===== src/rtl/mips_multicycle_sequencer_if.sv =====
// Control/bus bundle between the multi-cycle MIPS sequencer and its datapath.
// The master modport is the sequencer side; the slave modport is the datapath/memory side.
interface mips_multicycle_sequencer_if;
  logic [5:0] opcode;
  logic [5:0] funct;
  logic       pc_is_zero;
  logic       waitrequest;
  logic       mem_read;
  logic       mem_write;
  logic       addr_sel;
  logic       ir_write;
  logic       pc_write;
  logic       pc_write_cond;
  logic       branch_ne;
  logic [1:0] pc_src;
  logic       alu_src;
  logic [1:0] reg_dst;
  logic [1:0] mem_to_reg;
  logic       reg_write;
  logic       active;
  logic       fault;

  modport master (
    input  opcode, funct, pc_is_zero, waitrequest,
    output mem_read, mem_write, addr_sel, ir_write, pc_write, pc_write_cond,
           branch_ne, pc_src, alu_src, reg_dst, mem_to_reg, reg_write, active, fault
  );

  modport slave (
    output opcode, funct, pc_is_zero, waitrequest,
    input  mem_read, mem_write, addr_sel, ir_write, pc_write, pc_write_cond,
           branch_ne, pc_src, alu_src, reg_dst, mem_to_reg, reg_write, active, fault
  );
endinterface


===== src/rtl/mips_multicycle_sequencer.sv =====
// Main control FSM of the multi-cycle MIPS datapath: fetch/decode/exec/mem/wb sequencing,
// shared-bus strobes with waitrequest stalls and an optional stall timeout.
module mips_multicycle_sequencer #(
  parameter int MAX_WAIT = 0,
  parameter int WAIT_W   = 8
) (
  input  logic                          clk,
  input  logic                          reset,
  mips_multicycle_sequencer_if.master   bus
);

  localparam logic [2:0] S_RESET  = 3'd0;
  localparam logic [2:0] S_FETCH  = 3'd1;
  localparam logic [2:0] S_DECODE = 3'd2;
  localparam logic [2:0] S_EXEC   = 3'd3;
  localparam logic [2:0] S_MEM    = 3'd4;
  localparam logic [2:0] S_WB     = 3'd5;
  localparam logic [2:0] S_HALT   = 3'd6;

  localparam logic [3:0] C_ILL    = 4'd0;
  localparam logic [3:0] C_RTYPE  = 4'd1;
  localparam logic [3:0] C_JR     = 4'd2;
  localparam logic [3:0] C_IALU   = 4'd3;
  localparam logic [3:0] C_LOAD   = 4'd4;
  localparam logic [3:0] C_STORE  = 4'd5;
  localparam logic [3:0] C_BRANCH = 4'd6;
  localparam logic [3:0] C_J      = 4'd7;
  localparam logic [3:0] C_JAL    = 4'd8;

  localparam logic [WAIT_W-1:0] WAIT_LAST = WAIT_W'((MAX_WAIT == 0) ? 0 : MAX_WAIT - 1);

  function automatic logic [3:0] classify(input logic [5:0] op, input logic [5:0] fn);
    logic [3:0] c;
    c = C_ILL;
    if (op == 6'b000000) begin
      case (fn)
        6'b100001, 6'b100011, 6'b100100, 6'b100101, 6'b100110,
        6'b101010, 6'b101011, 6'b000000, 6'b000010, 6'b000011: c = C_RTYPE;
        6'b001000:                                             c = C_JR;
        default:                                               c = C_ILL;
      endcase
    end else if (op[5:3] == 3'b001) begin
      c = C_IALU;
    end else if (op[5:3] == 3'b100) begin
      c = C_LOAD;
    end else begin
      case (op)
        6'b101011:            c = C_STORE;
        6'b000100, 6'b000101: c = C_BRANCH;
        6'b000010:            c = C_J;
        6'b000011:            c = C_JAL;
        default:              c = C_ILL;
      endcase
    end
    return c;
  endfunction

  function automatic logic [WAIT_W-1:0] sat_inc(input logic [WAIT_W-1:0] v);
    return (&v) ? v : v + WAIT_W'(1);
  endfunction

  logic [2:0]        state_q, state_d;
  logic [WAIT_W-1:0] wait_q, wait_d;
  logic              fault_q, fault_d;
  logic [3:0]        cls;
  logic              bus_access;

  logic       mem_read, mem_write, addr_sel, ir_write, pc_write, pc_write_cond;
  logic       branch_ne, alu_src, reg_write;
  logic [1:0] pc_src, reg_dst, mem_to_reg;

  always_comb begin
    state_d       = state_q;
    wait_d        = '0;
    fault_d       = fault_q;
    bus_access    = 1'b0;
    mem_read      = 1'b0;
    mem_write     = 1'b0;
    addr_sel      = 1'b0;
    ir_write      = 1'b0;
    pc_write      = 1'b0;
    pc_write_cond = 1'b0;
    branch_ne     = 1'b0;
    pc_src        = 2'b00;
    alu_src       = 1'b0;
    reg_dst       = 2'b00;
    mem_to_reg    = 2'b00;
    reg_write     = 1'b0;
    cls           = classify(bus.opcode, bus.funct);

    case (state_q)
      S_RESET: state_d = S_FETCH;
      S_FETCH: begin
        if (bus.pc_is_zero) begin
          state_d = S_HALT;
        end else begin
          mem_read   = 1'b1;
          bus_access = 1'b1;
          if (!bus.waitrequest) begin
            ir_write = 1'b1;
            pc_write = 1'b1;
            state_d  = S_DECODE;
          end
        end
      end
      S_DECODE: begin
        if (cls == C_ILL) begin
          state_d = S_HALT;
          fault_d = 1'b1;
        end else begin
          state_d = S_EXEC;
        end
      end
      S_EXEC: begin
        case (cls)
          C_RTYPE: state_d = S_WB;
          C_IALU: begin
            alu_src = 1'b1;
            state_d = S_WB;
          end
          C_LOAD, C_STORE: begin
            alu_src = 1'b1;
            state_d = S_MEM;
          end
          C_BRANCH: begin
            pc_write_cond = 1'b1;
            pc_src        = 2'b01;
            branch_ne     = bus.opcode[0];
            state_d       = S_FETCH;
          end
          C_J: begin
            pc_write = 1'b1;
            pc_src   = 2'b10;
            state_d  = S_FETCH;
          end
          C_JR: begin
            pc_write = 1'b1;
            pc_src   = 2'b11;
            state_d  = S_FETCH;
          end
          // The link register is written in WB from the PC+4 latched before this jump.
          C_JAL: begin
            pc_write = 1'b1;
            pc_src   = 2'b10;
            state_d  = S_WB;
          end
          default: begin
            state_d = S_HALT;
            fault_d = 1'b1;
          end
        endcase
      end
      S_MEM: begin
        addr_sel   = 1'b1;
        bus_access = 1'b1;
        mem_read   = (cls == C_LOAD);
        mem_write  = (cls == C_STORE);
        if (!bus.waitrequest) state_d = (cls == C_LOAD) ? S_WB : S_FETCH;
      end
      S_WB: begin
        reg_write = 1'b1;
        state_d   = S_FETCH;
        case (cls)
          C_RTYPE: reg_dst = 2'b01;
          C_LOAD:  mem_to_reg = 2'b01;
          C_JAL: begin
            reg_dst    = 2'b10;
            mem_to_reg = 2'b10;
          end
          default: reg_dst = 2'b00;
        endcase
      end
      S_HALT:  state_d = S_HALT;
      default: state_d = S_HALT;
    endcase

    // A stall always keeps the same state, so the counter only survives consecutive stalls.
    if (bus_access && bus.waitrequest) begin
      wait_d = sat_inc(wait_q);
      if ((MAX_WAIT != 0) && (wait_q == WAIT_LAST)) begin
        state_d = S_HALT;
        fault_d = 1'b1;
      end
    end
  end

  always_ff @(posedge clk or negedge reset) begin
    if (!reset) begin
      state_q <= S_RESET;
      wait_q  <= '0;
      fault_q <= 1'b0;
    end else begin
      state_q <= state_d;
      wait_q  <= wait_d;
      fault_q <= fault_d;
    end
  end

  assign bus.mem_read      = mem_read;
  assign bus.mem_write     = mem_write;
  assign bus.addr_sel      = addr_sel;
  assign bus.ir_write      = ir_write;
  assign bus.pc_write      = pc_write;
  assign bus.pc_write_cond = pc_write_cond;
  assign bus.branch_ne     = branch_ne;
  assign bus.pc_src        = pc_src;
  assign bus.alu_src       = alu_src;
  assign bus.reg_dst       = reg_dst;
  assign bus.mem_to_reg    = mem_to_reg;
  assign bus.reg_write     = reg_write;
  assign bus.active        = reset & (state_q != S_HALT);
  assign bus.fault         = fault_q;

endmodule


===== src/flat_wrapper.sv =====
// flat-port wrapper written by rule: the top's interface ports become plain ports
module mips_multicycle_sequencer_flat 
#(
  parameter int MAX_WAIT = 0,
  parameter int WAIT_W   = 8
)
  (clk, reset, bus_opcode, bus_funct, bus_pc_is_zero, bus_waitrequest, bus_mem_read, bus_mem_write, bus_addr_sel, bus_ir_write, bus_pc_write, bus_pc_write_cond, bus_branch_ne, bus_pc_src, bus_alu_src, bus_reg_dst, bus_mem_to_reg, bus_reg_write, bus_active, bus_fault);
  mips_multicycle_sequencer_if bus_i ();
  input  logic clk;
  input  logic reset;
  input wire logic [$bits(bus_i.opcode)-1:0] bus_opcode;
  input wire logic [$bits(bus_i.funct)-1:0] bus_funct;
  input wire logic [$bits(bus_i.pc_is_zero)-1:0] bus_pc_is_zero;
  input wire logic [$bits(bus_i.waitrequest)-1:0] bus_waitrequest;
  output wire logic [$bits(bus_i.mem_read)-1:0] bus_mem_read;
  output wire logic [$bits(bus_i.mem_write)-1:0] bus_mem_write;
  output wire logic [$bits(bus_i.addr_sel)-1:0] bus_addr_sel;
  output wire logic [$bits(bus_i.ir_write)-1:0] bus_ir_write;
  output wire logic [$bits(bus_i.pc_write)-1:0] bus_pc_write;
  output wire logic [$bits(bus_i.pc_write_cond)-1:0] bus_pc_write_cond;
  output wire logic [$bits(bus_i.branch_ne)-1:0] bus_branch_ne;
  output wire logic [$bits(bus_i.pc_src)-1:0] bus_pc_src;
  output wire logic [$bits(bus_i.alu_src)-1:0] bus_alu_src;
  output wire logic [$bits(bus_i.reg_dst)-1:0] bus_reg_dst;
  output wire logic [$bits(bus_i.mem_to_reg)-1:0] bus_mem_to_reg;
  output wire logic [$bits(bus_i.reg_write)-1:0] bus_reg_write;
  output wire logic [$bits(bus_i.active)-1:0] bus_active;
  output wire logic [$bits(bus_i.fault)-1:0] bus_fault;
  assign bus_i.opcode = bus_opcode;
  assign bus_i.funct = bus_funct;
  assign bus_i.pc_is_zero = bus_pc_is_zero;
  assign bus_i.waitrequest = bus_waitrequest;
  assign bus_mem_read = bus_i.mem_read;
  assign bus_mem_write = bus_i.mem_write;
  assign bus_addr_sel = bus_i.addr_sel;
  assign bus_ir_write = bus_i.ir_write;
  assign bus_pc_write = bus_i.pc_write;
  assign bus_pc_write_cond = bus_i.pc_write_cond;
  assign bus_branch_ne = bus_i.branch_ne;
  assign bus_pc_src = bus_i.pc_src;
  assign bus_alu_src = bus_i.alu_src;
  assign bus_reg_dst = bus_i.reg_dst;
  assign bus_mem_to_reg = bus_i.mem_to_reg;
  assign bus_reg_write = bus_i.reg_write;
  assign bus_active = bus_i.active;
  assign bus_fault = bus_i.fault;
  mips_multicycle_sequencer #(.MAX_WAIT(MAX_WAIT), .WAIT_W(WAIT_W)) u_core (.clk(clk), .reset(reset), .bus(bus_i));
endmodule

===== config.mk =====
export PLATFORM = sky130hd
export DESIGN_NAME = mips_multicycle_sequencer_flat
export DESIGN_NICKNAME = d
export VERILOG_FILES = /design/src/rtl/mips_multicycle_sequencer_if.sv /design/src/rtl/mips_multicycle_sequencer.sv /design/src/flat_wrapper.sv
export SDC_FILE = /design/constraint.sdc
export NUM_CORES = 1
export LEC_CHECK = 0
export ABC_CLOCK_PERIOD_IN_PS = 6000
export CAP_MARGIN = 0
export CORE_MARGIN = 2
export CORE_UTILIZATION = 40
export CTS_CLUSTER_SIZE = 40
export DETAILED_ROUTE_END_ITERATION = 6
export GPL_TIMING_DRIVEN = 0
export MAX_ROUTING_LAYER = met4
export PLACE_DENSITY = 0.79
export REMOVE_ABC_BUFFERS = 1
export SYNTH_ARGS = -nofsm -noshare
export SYNTH_HDL_FRONTEND = slang
export SYNTH_SLANG_ARGS = --single-unit

===== constraint.sdc =====
create_clock -name clk -period 6 [get_ports clk]
set_input_delay 1.8 -clock clk [delete_from_list [all_inputs] [get_ports clk]]
set_output_delay 1.8 -clock clk [all_outputs]
set_load 0.05 [all_outputs]

; Word-level counts from Yosys, hierarchy flattened
; Index checks and enable logic that the tools add are counted.
; W data, S select, Z words.
[op_classes]
n_eq_ne = 35
n_mux = 37
bitwise_logic = 1
n_reduce_logical = 17
[op_table]
columns = op, n
row1 = $eq A6 B6 Y1 const B, 8
row2 = $eq A6 B2 Y1 const B, 4
row3 = $eq A4 B3 Y1 const B, 4
row4 = $mux W1, 16
row5 = $pmux W4 S4, 1
row6 = $mux W3, 5
row7 = $pmux W3 S5, 1
row8 = $eq A6 B3 Y1 const B, 2
row9 = $logic_not A6 Y1, 2
row10 = $mux W4, 3
row11 = $pmux W2 S2, 3
row12 = $reduce_or A3 Y1, 4
row13 = $reduce_or A10 Y1, 1
row14 = $eq A3 B3 Y1 const B, 3
row15 = $pmux W3 S3, 1
row16 = $eq A4 B2 Y1 const B, 2
row17 = $reduce_or A2 Y1, 4
row18 = $reduce_or A8 Y1, 1
row19 = $eq A3 B1 Y1 const B, 2
row20 = $eq A3 B2 Y1 const B, 2
row21 = $eq A6 B4 Y1 const B, 1
row22 = $mux W2, 3
row23 = $ne A3 B3 Y1 const B, 2
row24 = $pmux W1 S2, 3
row25 = 11 further kinds, 12
[word_totals]
reg_bits = 4
output_inout_bits = 17
wordCells = 92

; Logic depth before layout (Yosys ltp)
; Gate-level depths: netlist of the first run.
[logic_depth]
ltp_word = 10
mapped_depth = 6
ltp_nobuf = 5

; Worst setup path after synthesis of the first run
; Ideal clock, no wire load.
[synth_path]
path_kind = input to output
from = input port bus_opcode[5]
to = output port bus_pc_write
t_arrival_ns = 4.034
path_slack_ns = 0.166
cell_stages = 4
cell_sequence = buf_6 -> or4_4 -> nor3_1 -> or2_2
[synth_between]
elab_chain_len = 10
elab_cells_between_ends = 19
[synth_rtl]
columns = element, line
row1 = start: declaration, flat_wrapper.sv:11  ; input wire logic [$bits(bus_i.opcode)-1:0] bus_opcode;
row2 = $eq A6 B3 Y1, mips_multicycle_sequencer.sv:47  ; case (op)
row3 = $reduce_or A2 Y1, mips_multicycle_sequencer.sv:47
row4 = $pmux W4 S4, mips_multicycle_sequencer.sv:47
row5 = $mux W4, mips_multicycle_sequencer.sv:44  ; end else if (op[5:3] == 3'b100) begin
row6 = $mux W4, mips_multicycle_sequencer.sv:42  ; end else if (op[5:3] == 3'b001) begin
row7 = $mux W4 (*), mips_multicycle_sequencer.sv:35  ; if (op == 6'b000000) begin
row8 = $eq A4 B3 Y1 (tied with other cells), mips_multicycle_sequencer.sv:115  ; case (cls)
row9 = $reduce_or A3 Y1 (no source line) (*), --
row10 = $mux W1 (*), mips_multicycle_sequencer.sv:115
row11 = $pmux W1 S2 (*), mips_multicycle_sequencer.sv:91  ; case (state_q)
row12 = end: declaration, flat_wrapper.sv:19  ; output wire logic [$bits(bus_i.pc_write)-1:0] bus_pc_write;
; Mark *: on every way between the ends. The rest lies on a longest branch, timed or not.

; Worst setup path in the final report of the first run
; Same ends and word-level chain as after synthesis.

==> results.md, run 1 <==
### Power and ir drop
- Pwr Total: 0.257 mW
- leakage power summed over all cells: 0.432 nW
- worst IR drop on VDD: 111 uV
- Pwr per Cell Area: 255 nW/um^2
- Sequential Power Share: 22.8%
- part of the total power dissipated in the clock network: 13.2%
- reported net switching power: 0.132 mW
- fraction of power consumed by combinational cells: 64.0%
- Internal: 0.125 mW
- switching share of total power: 51.3%

### Setup path
- Worst R2R End: u_core.state_q[0]$_DFFE_PN0P_
- slack of the worst reg-to-reg path: 4.50 ns
- cell count of the worst reg-to-reg path: 3
- Setup Crit Path Kind: input pin to output port
- type of element capturing the critical path: output port
- Data required, critical path: 4.20 ns
- data arrival at the endpoint of the critical path: 4.16 ns
- largest fanout of any net on the critical path: 9
- startpoint of the most critical register-to-register path: u_core.state_q[0]$_DFFE_PN0P_
- Critical Path Start Type: input pin

### Global route
- global-route congestion overflow total: 0
- maximum number of pins on one net before global-route repair: 10
- overall global routing resource usage: 21.5%
- first-pass GRT wire length: 3230 microns
- number of antenna violations at the first check in global routing: 0
- vias in the first global route: 771

### Layout
- share of final-layout standard cells stronger than drive strength 1: 18.4%
- net total in the final layout: 143
- P&R area growth vs syn: 48.4%
- count of fill cells added during filler insertion: 129
- non-filler instance count after layout: 141
- count of inserted antenna diode cells: 0

### Timing
- Max Slew Vio Count: 0
- Fmax achieved: 168 MHz
- Final Hold Viols: 0
- fin crit period: 5.96 ns
- fraction of the cycle the final worst path needs: 99.3%
- RSZ-0062 raised after global routing: false
- pin slew with the least headroom to its limit: 0.508 ns
- Setup-failing EPs final: 0
- remaining max-slew budget at the tightest pin: 66.0%
- largest clock skew in the final design: 0.000383 ns

### Detailed routing
- antenna violation net count after detailed routing: 0
- Vias/cell: 5.96
- 1st-pass router iterations: 4
- WL/cell: 13.9 microns
- number of vias in the routed layout: 840
- final routed wirelength across all metal layers: 1960 microns
- drt drc: 0
- initial detailed-routing violation count: 7

### Worst hold path
- hold-critical path depth: 2
- Hold WC Path Type: register to register
- hold-critical path endpoint: u_core.bus.fault$_DFFE_PN0P_
- min-delay src: u_core.bus.fault$_DFFE_PN0P_

### Job
- maxcap violations: 0

### Logic synthesis
- fraction of the yosys area taken by sequential cells: 14.7%
- Syn Area/Cell: 7.38 sq um
- top cells by area, synth: sky130_fd_sc_hd__dfrtp_1 (15%), sky130_fd_sc_hd__or2b_2 (5.2%), sky130_fd_sc_hd__nor3_1 (4.4%)
- Async S/R FF share, synth: 100%
- number of distinct library cells after synthesis: 44
- area share of the largest cell type after synthesis: 14.7%
- cell type with the largest total area after synthesis: sky130_fd_sc_hd__dfrtp_1
- count of flip-flops with a built-in enable after synthesis: 0
- Synth warnings: 0
- synthesis-stage register bit count: 4
- dominant synthesized flop cell: sky130_fd_sc_hd__dfrtp_1
- Post-Synthesis Cells: 92
- post-synthesis instance area: 679 sq um

### Floorplanning
- I/O pin count: 33
- Initial Util: 44.1%
- die area: 2040 sq um
- placeable core area: 1540 sq um
- row count: 14
- Chip Height: 45.2 microns
- chip width: 45.2 microns

### Placement
- I/O Buffers: 32
- weighted congestion at the end of routability-driven global placement: 0.881
- hpwl dp: 1580 microns
- number of cells after detailed placement: 138

### Clocking
- root buf cell: sky130_fd_sc_hd__clkbuf_4
- clk sinks: 4
- Clock Tree Buf Depth: 2
- Clock H-tree levels: 1
- clock network latency to the later pin of the worst-skew pair: 0.23 ns
- clock tree from TritonCTS: built
- number of buffers added to fix hold violations after cts: 0
- number of buffers created by CTS: 3
- number of buffers inserted by post-CTS setup repair: 0
- Worst-path clk slew: 0.04 ns

### Outcome
- outcome: completed

stage by stage:
step	utilization (%)	TNS (ns)	setup slack [ns]	area [sq um]	hold WS [ns]
3_5_place_dp	65.2	-0.898	-0.193	1000	0.466
3_3_place_gp	65.2	-0.826	-0.174	1000	0.455
5_1_grt	65.4	0	0.00315	1010	0.529
6_report	65.4	0	0.0442	1010	0.464
4_1_cts	66.0	0	0.0000262	1020	0.470
2_1_floorplan	-	0	0.263	664	0.540
layer usage:
metal / up-vias / global-route usage, % / share of wire [%]
li1: 414 / - / -
met1: 392 / 26.8 / 44
met2: 32 / 34.9 / 50
met3: 2 / 0.400 / 4.9
met4: 0 / 11.8 / 0.82
met5: - / - / 0
cell type report:
type	instances	area, sq um	share of cell area (%)
Tap cell	16	20.0	1.99
Timing Repair Buffer	32	302	29.9
Inverter	7	26.3	2.61
Sequential cell	4	100	9.93
Multi-Input combinational cell	79	538	53.3
Clock buffer	3	22.5	2.23
flip-flops by register name, indices dropped and copies added, names as in the netlist:
name,count
u_core.bus.fault,1
u_core.state_q,3
worst max-delay path, cell delays in order:
cell,delay [ns]
sky130_fd_sc_hd__clkdlybuf4s50_1,0.55
sky130_fd_sc_hd__or4_4,0.60
sky130_fd_sc_hd__nor3_1,0.27
sky130_fd_sc_hd__or2_2,0.15
sky130_fd_sc_hd__clkdlybuf4s50_1,0.79
cells by family (layout without fill, tap and decap cells):
group                  count (synthesis)  count (layout)  synth area share (%)
AOI/OAI and AO/OA                     23              23                  25.8
buffers and inverters                  9              42                  6.08
DFF                                    4               4                  14.7
muxes                                  1               1                  1.47
and+or+nand+nor                       55              55                  51.9
cell usage after synthesis, types with 2 or more instances:
cell type	instances
sky130_fd_sc_hd__inv_1	7
sky130_fd_sc_hd__a31oi_1	3
sky130_fd_sc_hd__nor2_1	7
sky130_fd_sc_hd__o21ai_0	4
sky130_fd_sc_hd__dfrtp_1	4
sky130_fd_sc_hd__nand4_1	2
sky130_fd_sc_hd__or2b_2	4
sky130_fd_sc_hd__or3_1	2
sky130_fd_sc_hd__o31ai_1	2
sky130_fd_sc_hd__nand3_1	3
sky130_fd_sc_hd__a21oi_1	4
sky130_fd_sc_hd__o31ai_2	2
sky130_fd_sc_hd__and2_1	2
sky130_fd_sc_hd__nand2_1	6
sky130_fd_sc_hd__nor3_1	6
sky130_fd_sc_hd__a211oi_2	2
sky130_fd_sc_hd__nor2b_1	4
sky130_fd_sc_hd__nand3b_1	2
worst max path at each step:
stage / start / endpoint / depth (start not counted)
final: bus_opcode[5] / bus_pc_write / 5
after global routing: bus_opcode[1] / bus_mem_to_reg[0] / 7
after CTS: bus_opcode[5] / bus_pc_src[0] / 6
after detailed placement: bus_opcode[4] / bus_branch_ne / 7
after global placement: bus_opcode[1] / bus_mem_read / 7
after floorplan: bus_opcode[4] / bus_pc_write / 3
cells in the final DEF (no fill, tap or decap), types with 2 or more instances in the layout:
cell and n:
sky130_fd_sc_hd__clkdlybuf4s50_1 23, sky130_fd_sc_hd__inv_1 7, sky130_fd_sc_hd__nor2_1 7, sky130_fd_sc_hd__nand2_1 6, sky130_fd_sc_hd__nor3_1 6, sky130_fd_sc_hd__dlygate4sd2_1 5, sky130_fd_sc_hd__nor2b_1 4, sky130_fd_sc_hd__or2b_2 4
sky130_fd_sc_hd__a21oi_1 4, sky130_fd_sc_hd__o21ai_0 4, sky130_fd_sc_hd__dfrtp_1 4, sky130_fd_sc_hd__nand3_1 3, sky130_fd_sc_hd__a31oi_1 3, sky130_fd_sc_hd__clkbuf_4 3, sky130_fd_sc_hd__clkbuf_2 3, sky130_fd_sc_hd__and2_1 2
sky130_fd_sc_hd__nand3b_1 2, sky130_fd_sc_hd__a211oi_2 2, sky130_fd_sc_hd__o31ai_2 2, sky130_fd_sc_hd__or3_1 2, sky130_fd_sc_hd__nand4_1 2, sky130_fd_sc_hd__o31ai_1 2
what timing repair did:
| action | 4_1_cts | 5_1_grt |
|---|---|---|
| endpoints found under the hold margin | 0 | 0 |
| gates resized for setup | 8 | 8 |
| endpoints found under the setup margin | 8 | 4 |
power groups by stage:
stage                     sequential, mW  clock (mW)  combinational (mW)
after floorplan                   0.0521           0               0.113
after global placement            0.0581           0               0.163
after detailed placement          0.0568           0               0.168
after CTS                         0.0575      0.0358               0.165
after global routing              0.0605      0.0387               0.178
final                             0.0587      0.0340               0.165
Power figures use the tool's default switching activity.
==> run 2, diff against run 1 <==
--- a/config.mk
+++ b/config.mk
@@ -5,15 +5,15 @@
 export SDC_FILE = /design/constraint.sdc
 export NUM_CORES = 1
 export LEC_CHECK = 0
-export ABC_CLOCK_PERIOD_IN_PS = 6000
+export ABC_CLOCK_PERIOD_IN_PS = 5330
 export CAP_MARGIN = 0
 export CORE_MARGIN = 2
-export CORE_UTILIZATION = 40
+export CORE_UTILIZATION = 36
 export CTS_CLUSTER_SIZE = 40
 export DETAILED_ROUTE_END_ITERATION = 6
 export GPL_TIMING_DRIVEN = 0
 export MAX_ROUTING_LAYER = met4
-export PLACE_DENSITY = 0.79
+export PLACE_DENSITY = 0.75
 export REMOVE_ABC_BUFFERS = 1
 export SYNTH_ARGS = -nofsm -noshare
 export SYNTH_HDL_FRONTEND = slang
==> constraint.sdc (replaced) <==
create_clock -name clk -period 5.33 [get_ports clk]
set_input_delay 1.599 -clock clk [delete_from_list [all_inputs] [get_ports clk]]
set_output_delay 1.599 -clock clk [all_outputs]
set_load 0.05 [all_outputs]
==> results.md, run 2 (synthesis results as in run 1) <==
### Outcome
- outcome: completed

### Worst hold path
- Hold WC Path Type: register to register
- min-delay src: u_core.bus.fault$_DFFE_PN0P_
- hold-critical path depth: 2
- hold-critical path endpoint: u_core.bus.fault$_DFFE_PN0P_

### Timing
- largest clock skew in the final design: 0.00216 ns
- remaining max-slew budget at the tightest pin: 66.7%
- pin slew with the least headroom to its limit: 0.498 ns
- fin crit period: 5.28 ns
- Final Hold Viols: 0
- Max Slew Vio Count: 0
- Setup-failing EPs final: 0
- Fmax achieved: 189 MHz
- fraction of the cycle the final worst path needs: 99.0%
- Final TNS setup: 0 ns
- RSZ-0062 raised after global routing: false

### Layout
- P&R area growth vs syn: 48.8%
- Biggest register: u_core.state_q
- most common cell after layout, fill and taps aside: sky130_fd_sc_hd__clkdlybuf4s50_1
- Final Cell Area: 1010 sq um
- non-filler instance count after layout: 150
- commonest cells after routing, fill and taps aside: sky130_fd_sc_hd__clkdlybuf4s50_1 (19), sky130_fd_sc_hd__inv_1 (7), sky130_fd_sc_hd__nor2_1 (7)
- count of inserted antenna diode cells: 0
- net total in the final layout: 143
- count of fill cells added during filler insertion: 161
- share of final-layout standard cells stronger than drive strength 1: 25.6%
- max FFs per register: 3

### Setup path
- Worst R2R End: u_core.state_q[0]$_DFFE_PN0P_
- data arrival at the endpoint of the critical path: 3.68 ns
- Data required, critical path: 3.73 ns
- Largest delay share family, worst path: simple AND/OR/NAND/NOR gates
- worst setup path startpoint: bus_opcode[2]
- startpoint of the most critical register-to-register path: u_core.state_q[0]$_DFFE_PN0P_
- Setup Crit Path Kind: input pin to output port
- type of element capturing the critical path: output port
- cell type of the slowest stage on the worst timing path: sky130_fd_sc_hd__or4_4
- slack of the worst reg-to-reg path: 3.85 ns
- cell count of the worst reg-to-reg path: 3
- number of buffers and inverters on the critical path: 2
- largest fanout of any net on the critical path: 6
- series of cell instances along the critical path: clkdlybuf4s50_1 > or4_4 > a211oi_2 > o31ai_2 > and4bb_4 > and3_1 > buf_2
- Critical Path Start Type: input pin
- delay of the slowest critical-path stage: 0.57 ns

### Clocking
- clock tree from TritonCTS: built
- clock network latency to the later pin of the worst-skew pair: 0.23 ns
- Clock H-tree levels: 1
- root buf cell: sky130_fd_sc_hd__clkbuf_4
- Worst-path clk slew: 0.04 ns
- clk sinks: 4
- number of buffers created by CTS: 3
- Clock Tree Buf Depth: 2

### Global route
- global route hottest layer: met2
- global-route congestion overflow total: 0
- met2 GRT Util: 33.0%
- vias in the first global route: 739
- overall global routing resource usage: 19.8%
- number of antenna violations at the first check in global routing: 0
- M3 GR Usage: 0.755%
- first-pass GRT wire length: 3170 microns
- maximum number of pins on one net before global-route repair: 10
- GR Util met1: 25.3%

### Placement
- hpwl dp: 1570 microns
- I/O Buffers: 32
- placed cell area: 1020 sq um
- number of cells after detailed placement: 147
- weighted congestion at the end of routability-driven global placement: 0.903

### Floorplanning
- Initial Util: 38.9%
- chip width: 47.4 microns
- I/O pin count: 33
- row count: 15
- placeable core area: 1750 sq um
- Chip Height: 47.4 microns
- die area: 2250 sq um

### Detailed routing
- Vias/cell: 5.55
- 1st-pass router iterations: 4
- initial detailed-routing violation count: 4
- final routed wirelength across all metal layers: 2020 microns
- WL/cell: 13.5 microns
- number of vias in the routed layout: 833
- drt drc: 0
- antenna violation net count after detailed routing: 0

### Power and ir drop
- worst IR drop on VDD: 135 uV
- Pwr per Cell Area: 284 nW/um^2
- leakage power summed over all cells: 0.425 nW

### Job
- maxcap violations: 0

==> run 2: cell count changes in the layout (fill, tap and decap cells not counted) <==
cell / previous run / this run
sky130_fd_sc_hd__o21ai_1: 1 / 2
sky130_fd_sc_hd__o31ai_4: 0 / 1
sky130_fd_sc_hd__o31ai_2: 2 / 1
sky130_fd_sc_hd__clkbuf_2: 3 / 4
sky130_fd_sc_hd__dlygate4sd2_1: 5 / 2
sky130_fd_sc_hd__nor3b_4: 0 / 1
sky130_fd_sc_hd__nor2b_1: 4 / 3
sky130_fd_sc_hd__nor3b_1: 1 / 0
sky130_fd_sc_hd__o21ai_0: 4 / 3
sky130_fd_sc_hd__buf_2: 0 / 6
sky130_fd_sc_hd__clkdlybuf4s50_1: 23 / 19
sky130_fd_sc_hd__nor2b_2: 0 / 1
==> run 2: per-stage QoR <==
stage	util (%)	worst slack (ns)	power, mW	hold WS [ns]
6_report	57.9	0.0507	0.287	0.467
5_1_grt	57.9	0.000468	0.310	0.507
4_1_cts	58.7	-0.169	0.289	0.468
3_5_place_dp	58.2	-0.441	0.251	0.458
3_3_place_gp	58.2	-0.451	0.249	0.455
2_1_floorplan	-	-0.00498	0.186	0.540
==> run 2: power breakdown <==
| group | switching (mW) | internal, mW |
|---|---|---|
| Sequential | 0.0238 | 0.0420 |
| Clock | 0.0126 | 0.0252 |
| Combinational | 0.111 | 0.0730 |
==> run 2: repair_timing <==
item,CTS,global route
hold buffers,0,0
setup buffers,0,0
gates cloned,0,0
setup endpoints to repair,11,9
resized for setup,29,22
==> run 2: worst max-delay path by stage <==
stage,endpoint,slack (ns),cells after the start
floorplan,bus_pc_write,-0.005,3
global placement,bus_mem_read,-0.45,7
detailed placement,bus_mem_read,-0.44,7
CTS,bus_branch_ne,-0.17,7
global route,bus_branch_ne,0.0005,7
finish,bus_branch_ne,0.05,7
==> run 2: final cells by class <==
class                           count  area (sq um)  area share [%]
Multi-Input combinational cell     79           561            55.4
Timing Repair Buffer               32           270            26.7
Sequential cell                     4           100            9.90
Tap cell                           25          31.3            3.09
Inverter                            7          26.3            2.60
Clock buffer                        3          22.5            2.23
==> run 2: tightest hold or removal path, delay by kind of cell (launching register included) <==
family                 cells  cell delay [ns]
AOI/OAI and AO/OA          1             0.05
buffers and inverters      1             0.04
DFF                        1             0.34
==> run 2: per-layer routing <==
metal / vias to the layer above / part of all wire [%]
met5: - / 0
met1: 388 / 44
li1: 413 / -
met4: 0 / 0.20
met2: 30 / 50
met3: 2 / 5.3
